===== src/rtl/mem_access_ctrl_if.sv =====
// Bundle between the control unit, mem_access_ctrl and the word-addressed data memory.
// master: control-unit side (also returns mem_rdata on behalf of the memory); slave: the sequencer.
interface mem_access_ctrl_if #(
  parameter int ADDR_W = 32
);
  logic              start;
  logic              is_store;
  logic [1:0]        size;
  logic [ADDR_W-1:0] addr;
  logic [31:0]       wdata;
  logic              busy;
  logic              done;
  logic [31:0]       rdata;
  logic              error;
  logic [1:0]        load_sel;
  logic [ADDR_W-1:0] mem_addr;
  logic              mem_wr;
  logic [31:0]       mem_wdata;
  logic [31:0]       mem_rdata;

  modport master (
    output start, is_store, size, addr, wdata, mem_rdata,
    input  busy, done, rdata, error, load_sel, mem_addr, mem_wr, mem_wdata
  );

  modport slave (
    input  start, is_store, size, addr, wdata, mem_rdata,
    output busy, done, rdata, error, load_sel, mem_addr, mem_wr, mem_wdata
  );
endinterface


===== src/rtl/mem_access_ctrl.sv =====
// Byte/half/word load-store sequencer for a word-addressed 32-bit memory (little-endian lanes,
// zero-extended loads, read-modify-write sub-word stores). Optional macro: MISALIGN_CHECK_EN.
module mem_access_ctrl #(
  parameter int MEM_LAT = 1,
  parameter int ADDR_W  = 32
) (
  input  logic             clock,
  input  logic             reset,
  mem_access_ctrl_if.slave bus
);

  localparam logic [1:0] ST_IDLE = 2'd0;
  localparam logic [1:0] ST_RD   = 2'd1;
  localparam logic [1:0] ST_WR   = 2'd2;
  localparam logic [1:0] ST_FIN  = 2'd3;

  localparam int              CNT_W    = (MEM_LAT > 1) ? $clog2(MEM_LAT) : 1;
  localparam logic [CNT_W-1:0] CNT_LAST = CNT_W'(MEM_LAT - 1);

  // Zero-extended lane extraction; size 11 behaves as word.
  function automatic logic [31:0] extract_lane(input logic [31:0] word,
                                               input logic [1:0]  sz,
                                               input logic [1:0]  off);
    logic [31:0] res;
    res = 32'h0000_0000;
    case (sz)
      2'b00:   res = {24'h00_0000, word[{off, 3'b000} +: 8]};
      2'b01:   res = {16'h0000, word[{off[1], 4'b0000} +: 16]};
      default: res = word;
    endcase
    return res;
  endfunction

  // Sub-word merge into the word just read; word stores never come through here.
  function automatic logic [31:0] merge_lane(input logic [31:0] old,
                                             input logic [15:0] wd,
                                             input logic [1:0]  sz,
                                             input logic [1:0]  off);
    logic [31:0] res;
    res = old;
    case (sz)
      2'b00:   res[{off, 3'b000} +: 8]     = wd[7:0];
      2'b01:   res[{off[1], 4'b0000} +: 16] = wd;
      default: res = old;
    endcase
    return res;
  endfunction

`ifdef MISALIGN_CHECK_EN
  function automatic logic is_misaligned(input logic [1:0] sz, input logic [1:0] off);
    logic res;
    case (sz)
      2'b00:   res = 1'b0;
      2'b01:   res = off[0];
      default: res = (off != 2'b00);
    endcase
    return res;
  endfunction
`endif

  logic [1:0]        state_r, state_s;
  logic [CNT_W-1:0]  cnt_r, cnt_s;
  logic              is_store_r, is_store_s;
  logic [1:0]        size_r, size_s;
  logic [1:0]        off_r, off_s;
  logic [15:0]       wdata_r, wdata_s;
  logic              busy_r, busy_s;
  logic              done_r, done_s;
  logic              error_r, error_s;
  logic [31:0]       rdata_r, rdata_s;
  logic [1:0]        load_sel_r, load_sel_s;
  logic [ADDR_W-1:0] mem_addr_r, mem_addr_s;
  logic              mem_wr_r, mem_wr_s;
  logic [31:0]       mem_wdata_r, mem_wdata_s;
  logic              misalign_s;

  // Misalignment detection on the incoming request.
  always_comb begin
`ifdef MISALIGN_CHECK_EN
    misalign_s = is_misaligned(bus.size, bus.addr[1:0]);
`else
    misalign_s = 1'b0;
`endif
  end

  // Next-state and next-output computation; every output is registered below.
  always_comb begin
    state_s     = state_r;
    cnt_s       = cnt_r;
    is_store_s  = is_store_r;
    size_s      = size_r;
    off_s       = off_r;
    wdata_s     = wdata_r;
    busy_s      = busy_r;
    done_s      = 1'b0;
    error_s     = 1'b0;
    rdata_s     = rdata_r;
    load_sel_s  = load_sel_r;
    mem_addr_s  = mem_addr_r;
    mem_wr_s    = 1'b0;
    mem_wdata_s = mem_wdata_r;
    case (state_r)
      ST_IDLE: begin
        if (bus.start) begin
          is_store_s = bus.is_store;
          size_s     = bus.size;
          off_s      = bus.addr[1:0];
          wdata_s    = bus.wdata[15:0];
          load_sel_s = (bus.size == 2'b11) ? 2'b10 : bus.size;
          busy_s     = 1'b1;
          cnt_s      = {CNT_W{1'b0}};
          if (misalign_s) begin
            state_s = ST_FIN;
            done_s  = 1'b1;
            error_s = 1'b1;
          end else begin
            mem_addr_s = {bus.addr[ADDR_W-1:2], 2'b00};
            // Word stores need no read: go straight to the write cycle.
            if (bus.is_store && bus.size[1]) begin
              state_s     = ST_WR;
              mem_wr_s    = 1'b1;
              mem_wdata_s = bus.wdata;
            end else begin
              state_s = ST_RD;
            end
          end
        end else begin
          busy_s = 1'b0;
        end
      end
      ST_RD: begin
        if (cnt_r == CNT_LAST) begin
          if (is_store_r) begin
            state_s     = ST_WR;
            mem_wr_s    = 1'b1;
            mem_wdata_s = merge_lane(bus.mem_rdata, wdata_r, size_r, off_r);
          end else begin
            state_s = ST_FIN;
            done_s  = 1'b1;
            rdata_s = extract_lane(bus.mem_rdata, size_r, off_r);
          end
        end else begin
          cnt_s = cnt_r + CNT_W'(1);
        end
      end
      ST_WR: begin
        state_s = ST_FIN;
        done_s  = 1'b1;
      end
      ST_FIN: begin
        state_s = ST_IDLE;
        busy_s  = 1'b0;
      end
      default: begin
        state_s = ST_IDLE;
        busy_s  = 1'b0;
      end
    endcase
  end

  // State and output registers; reset drops mem_wr without completing a write.
  always_ff @(posedge clock or negedge reset) begin
    if (!reset) begin
      state_r     <= ST_IDLE;
      cnt_r       <= {CNT_W{1'b0}};
      is_store_r  <= 1'b0;
      size_r      <= 2'b00;
      off_r       <= 2'b00;
      wdata_r     <= 16'h0000;
      busy_r      <= 1'b0;
      done_r      <= 1'b0;
      error_r     <= 1'b0;
      rdata_r     <= 32'h0000_0000;
      load_sel_r  <= 2'b10;
      mem_addr_r  <= {ADDR_W{1'b0}};
      mem_wr_r    <= 1'b0;
      mem_wdata_r <= 32'h0000_0000;
    end else begin
      state_r     <= state_s;
      cnt_r       <= cnt_s;
      is_store_r  <= is_store_s;
      size_r      <= size_s;
      off_r       <= off_s;
      wdata_r     <= wdata_s;
      busy_r      <= busy_s;
      done_r      <= done_s;
      error_r     <= error_s;
      rdata_r     <= rdata_s;
      load_sel_r  <= load_sel_s;
      mem_addr_r  <= mem_addr_s;
      mem_wr_r    <= mem_wr_s;
      mem_wdata_r <= mem_wdata_s;
    end
  end

  assign bus.busy      = busy_r;
  assign bus.done      = done_r;
  assign bus.error     = error_r;
  assign bus.rdata     = rdata_r;
  assign bus.load_sel  = load_sel_r;
  assign bus.mem_addr  = mem_addr_r;
  assign bus.mem_wr    = mem_wr_r;
  assign bus.mem_wdata = mem_wdata_r;

endmodule


===== src/flat_wrapper.sv =====
// flat-port wrapper written by rule: the top's interface ports become plain ports
module mem_access_ctrl_flat 
#(
  parameter int MEM_LAT = 1,
  parameter int ADDR_W  = 32
)
  (clock, reset, bus_start, bus_is_store, bus_size, bus_addr, bus_wdata, bus_mem_rdata, bus_busy, bus_done, bus_rdata, bus_error, bus_load_sel, bus_mem_addr, bus_mem_wr, bus_mem_wdata);
  mem_access_ctrl_if #(.ADDR_W(ADDR_W)) bus_i ();
  input  logic clock;
  input  logic reset;
  input wire logic [$bits(bus_i.start)-1:0] bus_start;
  input wire logic [$bits(bus_i.is_store)-1:0] bus_is_store;
  input wire logic [$bits(bus_i.size)-1:0] bus_size;
  input wire logic [$bits(bus_i.addr)-1:0] bus_addr;
  input wire logic [$bits(bus_i.wdata)-1:0] bus_wdata;
  input wire logic [$bits(bus_i.mem_rdata)-1:0] bus_mem_rdata;
  output wire logic [$bits(bus_i.busy)-1:0] bus_busy;
  output wire logic [$bits(bus_i.done)-1:0] bus_done;
  output wire logic [$bits(bus_i.rdata)-1:0] bus_rdata;
  output wire logic [$bits(bus_i.error)-1:0] bus_error;
  output wire logic [$bits(bus_i.load_sel)-1:0] bus_load_sel;
  output wire logic [$bits(bus_i.mem_addr)-1:0] bus_mem_addr;
  output wire logic [$bits(bus_i.mem_wr)-1:0] bus_mem_wr;
  output wire logic [$bits(bus_i.mem_wdata)-1:0] bus_mem_wdata;
  assign bus_i.start = bus_start;
  assign bus_i.is_store = bus_is_store;
  assign bus_i.size = bus_size;
  assign bus_i.addr = bus_addr;
  assign bus_i.wdata = bus_wdata;
  assign bus_i.mem_rdata = bus_mem_rdata;
  assign bus_busy = bus_i.busy;
  assign bus_done = bus_i.done;
  assign bus_rdata = bus_i.rdata;
  assign bus_error = bus_i.error;
  assign bus_load_sel = bus_i.load_sel;
  assign bus_mem_addr = bus_i.mem_addr;
  assign bus_mem_wr = bus_i.mem_wr;
  assign bus_mem_wdata = bus_i.mem_wdata;
  mem_access_ctrl #(.MEM_LAT(MEM_LAT), .ADDR_W(ADDR_W)) u_core (.clock(clock), .reset(reset), .bus(bus_i));
endmodule

===== config.mk =====
export PLATFORM = sky130hd
export DESIGN_NAME = mem_access_ctrl_flat
export DESIGN_NICKNAME = d
export VERILOG_FILES = /design/src/rtl/mem_access_ctrl_if.sv /design/src/rtl/mem_access_ctrl.sv /design/src/flat_wrapper.sv
export SDC_FILE = /design/constraint.sdc
export NUM_CORES = 1
export LEC_CHECK = 0
export ABC_AREA = 1
export BUFFER_PORTS_ARGS = -buffer_cell sky130_fd_sc_hd__buf_2
export CORE_MARGIN = 8
export CORE_UTILIZATION = 45
export CTS_BUF_LIST = sky130_fd_sc_hd__clkbuf_4 sky130_fd_sc_hd__clkbuf_8
export DETAILED_ROUTE_END_ITERATION = 10
export MAX_ROUTING_LAYER = met4
export PLACE_DENSITY_LB_ADDON = 0.15
export SETUP_SLACK_MARGIN = 0.1
export SLEW_MARGIN = 15
export SYNTH_ARGS = -nofsm -noshare
export SYNTH_HDL_FRONTEND = slang
export SYNTH_SLANG_ARGS = --single-unit

===== constraint.sdc =====
create_clock -name clock -period 2.65 [get_ports clock]
set_input_delay 0 -clock clock [delete_from_list [all_inputs] [get_ports clock]]
set_output_delay 0 -clock clock [all_outputs]
set_load 0.05 [all_outputs]

# --- Word-level counts from Yosys, hierarchy flattened ---
# Index checks and enable logic that the tools add are counted.
word_totals:
  regBits: 123
  word_cells: 71
op_classes:
  add_sub_neg: 3
  eq_ne: 9
  n_shift: 6
  mux: 28
  bitwise_logic: 2
  reduce_logical: 10
ops:
  columns: ["operator", "n"]
  rows:
  - ["$pmux W32 S2", 3]
  - ["$mux W32", 4]
  - ["$bwmux W32", 2]
  - ["$shift A16 B7 Y32 const A", 1]
  - ["$shift A8 B7 Y32 const A", 1]
  - ["$shiftx A16 B7 Y32", 1]
  - ["$shiftx A32 B6 Y16", 1]
  - ["$shiftx A32 B6 Y8", 1]
  - ["$shiftx A8 B7 Y32", 1]
  - ["$neg A5 Y7", 2]
  - ["$mux W1", 10]
  - ["$mux W2", 4]
  - ["$pmux W1 S2", 4]
  - ["$pmux W2 S4", 1]
  - ["$eq A2 B2 Y1 const B", 3]
  - ["$reduce_and A2 Y1", 3]
  - ["$reduce_and A5 Y1", 1]
  - ["$eq A2 B1 Y1 const B", 2]
  - ["$logic_not A2 Y1", 2]
  - ["$ne A2 B1 Y1 const B", 2]
  - ["$ne A2 B2 Y1 const B", 2]
  - ["$reduce_bool A2 Y1", 2]
  - ["$reduce_and A3 Y1", 1]
  - ["$not A1 Y1", 2]
  - ["other kinds (2)", 2]

# --- Longest topological paths before layout ---
# Gate-level depths: netlist (run 1).
logic_depth:
  ltp_word: 7
  mapped_depth: 14

# --- Worst setup path after synthesis (run 1) ---
# No wires, ideal clock.
synth_timing:
  path_kind: "register to register"
  startpoint: "register u_core.off_r[0]"
  endpoint: "register u_core.mem_wdata_r[18] (netlist: u_core.bus.mem_wdata[18])"
  setup_ns: 0.066
  arrival_ns: 1.854
  required_ns: 2.584
  setup_slack_ns: 0.730
  stages_incl_launch_ff: 12
  cell_sequence: "dfrtp_1 -> inv_1 -> clkbuf_1 -> ha_1 -> clkinv_1 -> nor2_1 -> nand3_1 -> nand2_1 -> nand2_1 -> nand2_1 -> nand2_1 -> nand2_1"
synth_via:
  elab_chain_len: 7
  word_cells_on_any_way: 8
synth_lines:
  columns: ["element", "line_no", "text"]
  rows:
  - ["start, declared", "mem_access_ctrl.sv:65", "logic [1:0] off_r, off_s;"]
  - ["start signal, assigned", "mem_access_ctrl.sv:183", "off_r <= off_s;"]
  - ["$neg A5 Y7 (*)", "mem_access_ctrl.sv:42", "2'b00: res[{off, 3'b000} +: 8] = wd[7:0];"]
  - ["$shiftx A8 B7 Y32 / $shift A8 B7 Y32 (equally long branches)", "mem_access_ctrl.sv:42", null]
  - ["$bwmux W32 (*)", "mem_access_ctrl.sv:42", null]
  - ["$pmux W32 S2 (*)", "mem_access_ctrl.sv:41", "case (sz)"]
  - ["$mux W32 (*)", "mem_access_ctrl.sv:133", "if (is_store_r) begin"]
  - ["$mux W32 (*)", "mem_access_ctrl.sv:132", "if (cnt_r == CNT_LAST) begin"]
  - ["$pmux W32 S2 (*)", "mem_access_ctrl.sv:102", "case (state_r)"]
  - ["end signal, assigned", "mem_access_ctrl.sv:192", "mem_wdata_r <= mem_wdata_s;"]
  - ["end, declared", "mem_access_ctrl.sv:74", "logic [31:0] mem_wdata_r, mem_wdata_s;"]
# Mark *: on every way between the ends. The rest lies on a longest branch, timed or not. The select of a mux whose other input is x is not followed.
# A chain may end at the register's enable or synchronous reset.

# --- Worst setup path after layout (run 1) ---
layout_timing:
  startpoint: "register u_core.state_r[0]"
  endpoint: "register u_core.load_sel_r[0] (netlist: u_core.bus.load_sel[0])"
layout_via:
  elab_chain_len: 2
layout_lines:
  columns: ["element", "line_no", "text"]
  rows:
  - ["start, declared", "mem_access_ctrl.sv:61", "logic [1:0] state_r, state_s;"]
  - ["start signal, assigned", "mem_access_ctrl.sv:179", "state_r <= state_s;"]
  - ["$logic_not A2 Y1", "mem_access_ctrl.sv:102", null]
  - ["$reduce_and A2 Y1 (no line)", null, null]
  - ["end signal, assigned", "mem_access_ctrl.sv:189", "load_sel_r <= load_sel_s;"]
  - ["end, declared", "mem_access_ctrl.sv:71", "logic [1:0] load_sel_r, load_sel_s;"]
# Every way passes these cells.

==> run summary, run 1 <==
slowest stage cell, crit path: dlygate4sd3_1
die height: 141 um
skew final: 10.8 ps
Tcrit/Tclk final: 0.872
unrepaired setup endpoints after global routing: no
status: finished, final reports clean
LEAKAGE: 5.21 nW
row count: 45
register area share after synthesis: 0.435
crit-path most repeated cell: inv_1
ANT cells: 0
Unique masters post-synth: 30
CP bufs+invs: 3
Worst EP arrival: 2700 ps
Final WS setup: 338 ps
total grt overflow: 0
Synth Area per Inst: 6.73 sq um
DRC viols: 0
Slew @ Worst Pin: 693 ps
Initial DRC Count: 503
number of synthesized register bits: 122
largest net degree at the start of global routing: 66
highest cell delay on the worst timing path: 590 ps
Setup CP Type: flop to flop
Worst-path clk slew: 70 ps
Final TNS setup: 0 ps
Die ar.: 19,800 sq um
initial cell density of the core: 0.462
via/cell ratio: 5.02
WP data required: 3030 ps
detailed-route via count: 7,646
routed length per instance: 16.4 um
Die W: 141 um
Worst VDD drop: 0.000987 V
Pre-antenna DRT Iters: 5
Hold Path Cell Cnt: 7
final slew viol count: 0
CTS Buffer Depth: 2
Tmin final: 2310 ps
CTS resizes: 0
core area: 15,200 sq um
Port Buffer Count: 200
IO Pins: 204
Nets: 1,434
Synth warnings: 0
Levels on crit path: 7
Layout area overhead: 35.6%
Max-Cap Viols: 0
critical-path cell list: inv_1, ha_1, nand2_2, inv_1, nand2_1, o21ai_0, dlygate4sd3_1
Worst-Skew Late Latency: 450 ps
Num CTS Buffers: 17
HPWL after detailed placement: 17,800 um
Fmax: 433 MHz
GRT Util Overall: 0.262
R2R cell count: 7
critical path's top delay family: buffers and inverters
final WL: 25,000 um
Slew headroom: 0.538
vias in the first global route: 7,752
antenna-violating nets left: 0
final setup fails: 0
Final Hold Viols: 0
Routability Congestion: 0.942
total power: 13.1 mW
Root Buffer: clkbuf_8
Mapped Cells: 1,042
Fill cells: 1,404
Crit Path Max Fanout: 12
htree depth: 4
TritonCTS Sinks: 122
power density cells: 1380 nW/um^2
CTS tree: yes
crit path launch type: flop
initial antenna violation count: 0
first-pass GRT wire length: 40,100 um
Mapped Area: 7020 sq um
CP endpoint kind: flop
fraction of layout cells with a size suffix above 1: 0.210
Hold WC Path Type: primary input to flop
Setup WS pre-CTS: 591 ps
hold slack: 39.2 ps
Yosys cell counts:
cell | number | area share
o21ai_1 | 4 | 0.0029
buf_6 | 2 | 0.0032
inv_1 | 68 | 0.036
or2_2 | 8 | 0.0071
a31oi_1 | 8 | 0.0071
ha_1 | 9 | 0.016
clkinv_1 | 2 | 0.0011
nand2_4 | 1 | 0.0016
a21oi_1 | 39 | 0.028
nor2_4 | 1 | 0.0016
nand2_1 | 548 | 0.29
nand3_4 | 1 | 0.0025
buf_2 | 33 | 0.024
a21oi_2 | 10 | 0.012
o21ai_0 | 74 | 0.053
nor2_2 | 1 | 0.00089
nor2_1 | 55 | 0.029
conb_1 | 1 | 0.00053
clkbuf_4 | 1 | 0.0011
o221ai_1 | 2 | 0.0025
nand3_1 | 9 | 0.0064
nor3_2 | 1 | 0.0014
inv_2 | 3 | 0.0016
dfstp_2 | 1 | 0.0037
clkbuf_1 | 14 | 0.0075
o31ai_1 | 1 | 0.0011
nand4_1 | 16 | 0.014
dfrtp_1 | 121 | 0.43
buf_4 | 7 | 0.0075
o21ai_2 | 1 | 0.0012
layout make-up:
type / instances / area [sq um] / area share
Multi-Input combinational cell: 792 / 3410 / 0.358
Clock inverter: 7 / 90.1 / 0.00947
Clock buffer: 24 / 312 / 0.0328
Timing Repair Buffer: 317 / 2140 / 0.225
Sequential cell: 122 / 3050 / 0.321
Tap cell: 188 / 235 / 0.0247
Inverter: 73 / 274 / 0.0288
routing by layer:
layer	wire, um	global-route usage	up-vias
li1	-	-	3789
met1	10900	0.335	3460
met2	11400	0.400	349
met3	1880	0.0537	48
met4	792	0.110	0
met5	0	-	-
flip-flops by register name (all words and copies together), names as in the netlist:
| name | cells |
|---|---|
| u_core.bus.mem_wdata | 32 |
| u_core.bus.rdata | 32 |
| u_core.bus.mem_addr | 30 |
| u_core.wdata_r | 16 |
| u_core.bus.load_sel | 2 |
| u_core.off_r | 2 |
| u_core.size_r | 2 |
| u_core.state_r | 2 |
| u_core.bus.busy | 1 |
| u_core.bus.done | 1 |
| u_core.bus.mem_wr | 1 |
| u_core.is_store_r | 1 |
metrics by stage:
stage | area (sq um) | instances | util
after detailed placement | 8120 | 1393 | 0.534
final | 9510 | 1523 | 0.626
after floorplan | 7020 | 1044 | -
after global placement | 8120 | 1393 | 0.534
after CTS | 9510 | 1523 | 0.626
after global routing | 9510 | 1523 | 0.626
worst paths after layout:
kind	startpoint	end	slack, ps
max	u_core.state_r[0]$_DFFE_PN0P_	u_core.bus.load_sel[0]$_DFFE_PN0P_	340
min	bus_mem_rdata[7]	u_core.bus.mem_wdata[7]$_DFFE_PN0P_	40
max reg2reg	u_core.state_r[0]$_DFFE_PN0P_	u_core.bus.load_sel[0]$_DFFE_PN0P_	340
min reg2reg	u_core.bus.mem_wdata[24]$_DFFE_PN0P_	u_core.bus.mem_wdata[24]$_DFFE_PN0P_	480
max in group asynchronous	reset	u_core.bus.mem_wdata[7]$_DFFE_PN0P_	1720
min in group asynchronous	reset	u_core.bus.mem_addr[10]$_DFFE_PN0P_	90
cells by family (layout without fill, tap and decap cells):
family / count (synthesis) / in the layout / synth area share
AO/OA/AOI/OAI: 139 / 139 / 0.108
adder cells (fa/ha/maj): 9 / 9 / 0.0160
buffers and inverters: 130 / 421 / 0.0818
flip-flops: 122 / 122 / 0.435
other: 1 / 3 / 0.000534
AND/OR/NAND/NOR: 641 / 641 / 0.358
what timing repair did:
action	4_1_cts	5_1_grt
buffers inserted	0	0
endpoints found under the hold margin	161	0
hold buffers	99	0
worst min-delay path: cells and delay by family:
| kind | cells | cell delay (ps) |
|---|---|---|
| AND/OR/NAND/NOR | 6 | 300 |
| buffers and inverters | 1 | 140 |
power by group:
group          total, mW  switching [mW]  internal, mW
clock network       1.71           0.750         0.957
registers           3.40           0.647          2.76
logic               7.97            5.95          2.02
cell usage in the layout, fill, tap and decap left out, drive strengths merged:
cell,count
nand3,10
nor2,57
nand2,549
inv,71
dfstp,1
clkinv,5
ha,9
nand4,16
o21ai,79
a21oi,49
clkbuf,24
clkinvlp,2
dfrtp,121
bufinv,2
buf,218
o221ai,2
dlygate4sd3,99
o31ai,1
nor3,1
a31oi,8
conb,3
or2,8
Note: power is estimated with default switching activity, not from simulation.
==> run 2, diff against run 1 <==
Settings changed: CORE_UTILIZATION 45 to 47.
==> run summary, run 2 (synthesis results as in run 1) <==
status: finished, final reports clean (unchanged)
Worst VDD drop: 0.000856 V (was 0.000987 V)
CTS tree: yes (unchanged)
HPWL after detailed placement: 18,200 um (was 17,800 um)
Finished Layout Cells: 1,519 (was 1,523)
Final TNS setup: 0 ps (unchanged)
Fill cells: 1,296 (was 1,404)
TritonCTS Sinks: 122 (unchanged)
final setup fails: 0 (unchanged)
CP bufs+invs: 3 (unchanged)
vias in the first global route: 7,778 (was 7,752)
Slew headroom: 0.568 (was 0.538)
Worst-Skew Late Latency: 460 ps (was 450 ps)
skew final: 13.1 ps (was 10.8 ps)
Final Hold Viols: 0 (unchanged)
critical-path cell list: inv_2, buf_4, ha_1, clkinv_1, nor2_4, nand2_1, nand2_1, nand2_1, nand2_1, nand2_1, nand2_1 (was inv_1, ha_1, nand2_2, inv_1, nand2_1, o21ai_0, dlygate4sd3_1)
unrepaired setup endpoints after global routing: no (unchanged)
met2 Track Usage GR: 0.431 (was 0.400)
Hold WC Path Type: primary input to flop (unchanged)
CP endpoint kind: flop (unchanged)
Tcrit/Tclk final: 0.853 (was 0.872)
M1 GR Usage: 0.343 (was 0.335)
Initial DRC Count: 897 (was 503)
Layout area overhead: 36.2% (was 35.6%)
first-pass GRT wire length: 41,400 um (was 40,100 um)
crit path launch type: flop (unchanged)
highest-count cells in the layout ignoring fill and taps: nand2_1, buf_2, dfrtp_1 (unchanged)
placed cells: 1,387 (was 1,393)
ANT cells: 0 (unchanged)
r2r setup slk: 390 ps (was 340 ps)
WP data required: 3040 ps (was 3030 ps)
die height: 138 um (was 141 um)
LEAKAGE: 5.24 nW (was 5.21 nW)
Num CTS Buffers: 17 (unchanged)
Sequential Area: 3050 sq um (unchanged)
Die ar.: 19,100 sq um (was 19,800 sq um)
Tmin final: 2260 ps (was 2310 ps)
post-CTS setup buffers: 0 (unchanged)
CTS resizes: 0 (unchanged)
Top Usage Layer GRT: met2 (unchanged)
CTS Buffer Depth: 2 (unchanged)
initial antenna violation count: 0 (unchanged)
Worst EP arrival: 2660 ps (was 2700 ps)
crit-path most repeated cell: nand2_1 (was inv_1)
Crit Path Max Fanout: 27 (was 12)
detailed-route via count: 7,754 (was 7,646)
via/cell ratio: 5.10 (was 5.02)
Worst-path clk slew: 70 ps (about the same)
Port Buffer Count: 200 (unchanged)
Routability Congestion: 0.955 (was 0.942)
Root Buffer: clkbuf_8 (unchanged)
hold slack: 35.8 ps (was 39.2 ps)
routed length per instance: 17.1 um (was 16.4 um)
R2R cell count: 11 (was 7)
htree depth: 4 (unchanged)
initial cell density of the core: 0.481 (was 0.462)
IO Pins: 204 (unchanged)
largest net degree at the start of global routing: 77 (was 66)
total grt overflow: 0 (unchanged)
Slew @ Worst Pin: 648 ps (was 693 ps)
core area: 14,600 sq um (was 15,200 sq um)
Levels on crit path: 11 (was 7)
fraction of layout cells with a size suffix above 1: 0.210 (about the same)
final slew viol count: 0 (unchanged)
Fmax: 442 MHz (was 433 MHz)
area occupied by multi-input gates: 3410 sq um (unchanged)
Die W: 138 um (was 141 um)
most common cell after layout, fill and taps aside: nand2_1 (unchanged)
Hold Path Cell Cnt: 5 (was 7)
antenna-violating nets left: 0 (unchanged)
Max-Cap Viols: 0 (unchanged)
row count: 44 (was 45)
critical path's top delay family: buffers and inverters (unchanged)
final WL: 26,000 um (was 25,000 um)
slowest stage cell, crit path: dfrtp_1 (was dlygate4sd3_1)
GRT Util Overall: 0.277 (was 0.262)
Pre-antenna DRT Iters: 5 (unchanged)
DRC viols: 0 (unchanged)
power density cells: 1400 nW/um^2 (was 1380 nW/um^2)
Nets: 1,433 (was 1,434)
met3 usage: 0.0688 (was 0.0537)
highest cell delay on the worst timing path: 400 ps (was 590 ps)
Setup CP Type: flop to flop (unchanged)
## run 2: area by class of cell
class                      count  area share
sequential                   122       0.320
multi-input combinational    792       0.356
tap                          184      0.0241
timing repair buffer         316       0.225
inverter                      73      0.0287
clock buffer                  24      0.0313
clock inverter                 8      0.0151
## run 2: path summary, 6_finish.rpt
kind / startpoint / end
setup / recovery: u_core.off_r[1]$_DFFE_PN0P_ / u_core.bus.mem_wdata[11]$_DFFE_PN0P_
hold / removal: bus_mem_rdata[7] / u_core.bus.rdata[7]$_DFFE_PN0P_
setup reg to reg: u_core.off_r[1]$_DFFE_PN0P_ / u_core.bus.mem_wdata[11]$_DFFE_PN0P_
hold reg to reg: u_core.bus.load_sel[1]$_DFFE_PN1P_ / u_core.bus.load_sel[1]$_DFFE_PN1P_
max in group asynchronous: reset / u_core.wdata_r[14]$_DFFE_PN0P_
min in group asynchronous: reset / u_core.bus.mem_addr[4]$_DFFE_PN0P_
## run 2: metrics by stage
| step | area (sq um) | utilization | power, mW | setup WS, ps |
|---|---|---|---|---|
| 2_1_floorplan | 7020 | - | 9.23 | 730 |
| 3_3_place_gp | 8110 | 0.556 | 11.2 | 449 |
| 3_5_place_dp | 8110 | 0.556 | 11.2 | 465 |
| 4_1_cts | 9560 | 0.655 | 13.3 | 452 |
| 5_1_grt | 9560 | 0.655 | 14.2 | 206 |
| 6_report | 9560 | 0.655 | 13.3 | 388 |
## run 2: worst reg2reg max path, stage by stage, from the launching register on
cell and delay [ps]:
dfrtp_1 400, inv_2 220, buf_4 340, ha_1 210
clkinv_1 260, nor2_4 290, nand2_1 80, nand2_1 70
nand2_1 50, nand2_1 120, nand2_1 100, nand2_1 70
## run 2: metal layers
layer / vias to the layer above / wire [um]
met5: - / 0
met4: 0 / 773
met3: 54 / 1830
met2: 368 / 12100
met1: 3541 / 11300
li1: 3791 / -
## run 2: timing repair
action                     CTS  global route
setup endpoints to repair    0             0
hold buffers               100             0
hold endpoints to repair   164             0
## run 2: where the power goes
group / total, mW / switching, mW / internal (mW)
Combinational: 8.08 / 6.06 / 2.03
Sequential: 3.36 / 0.601 / 2.76
Clock: 1.89 / 0.766 / 1.12
Total: 13.3 / 7.42 / 5.91
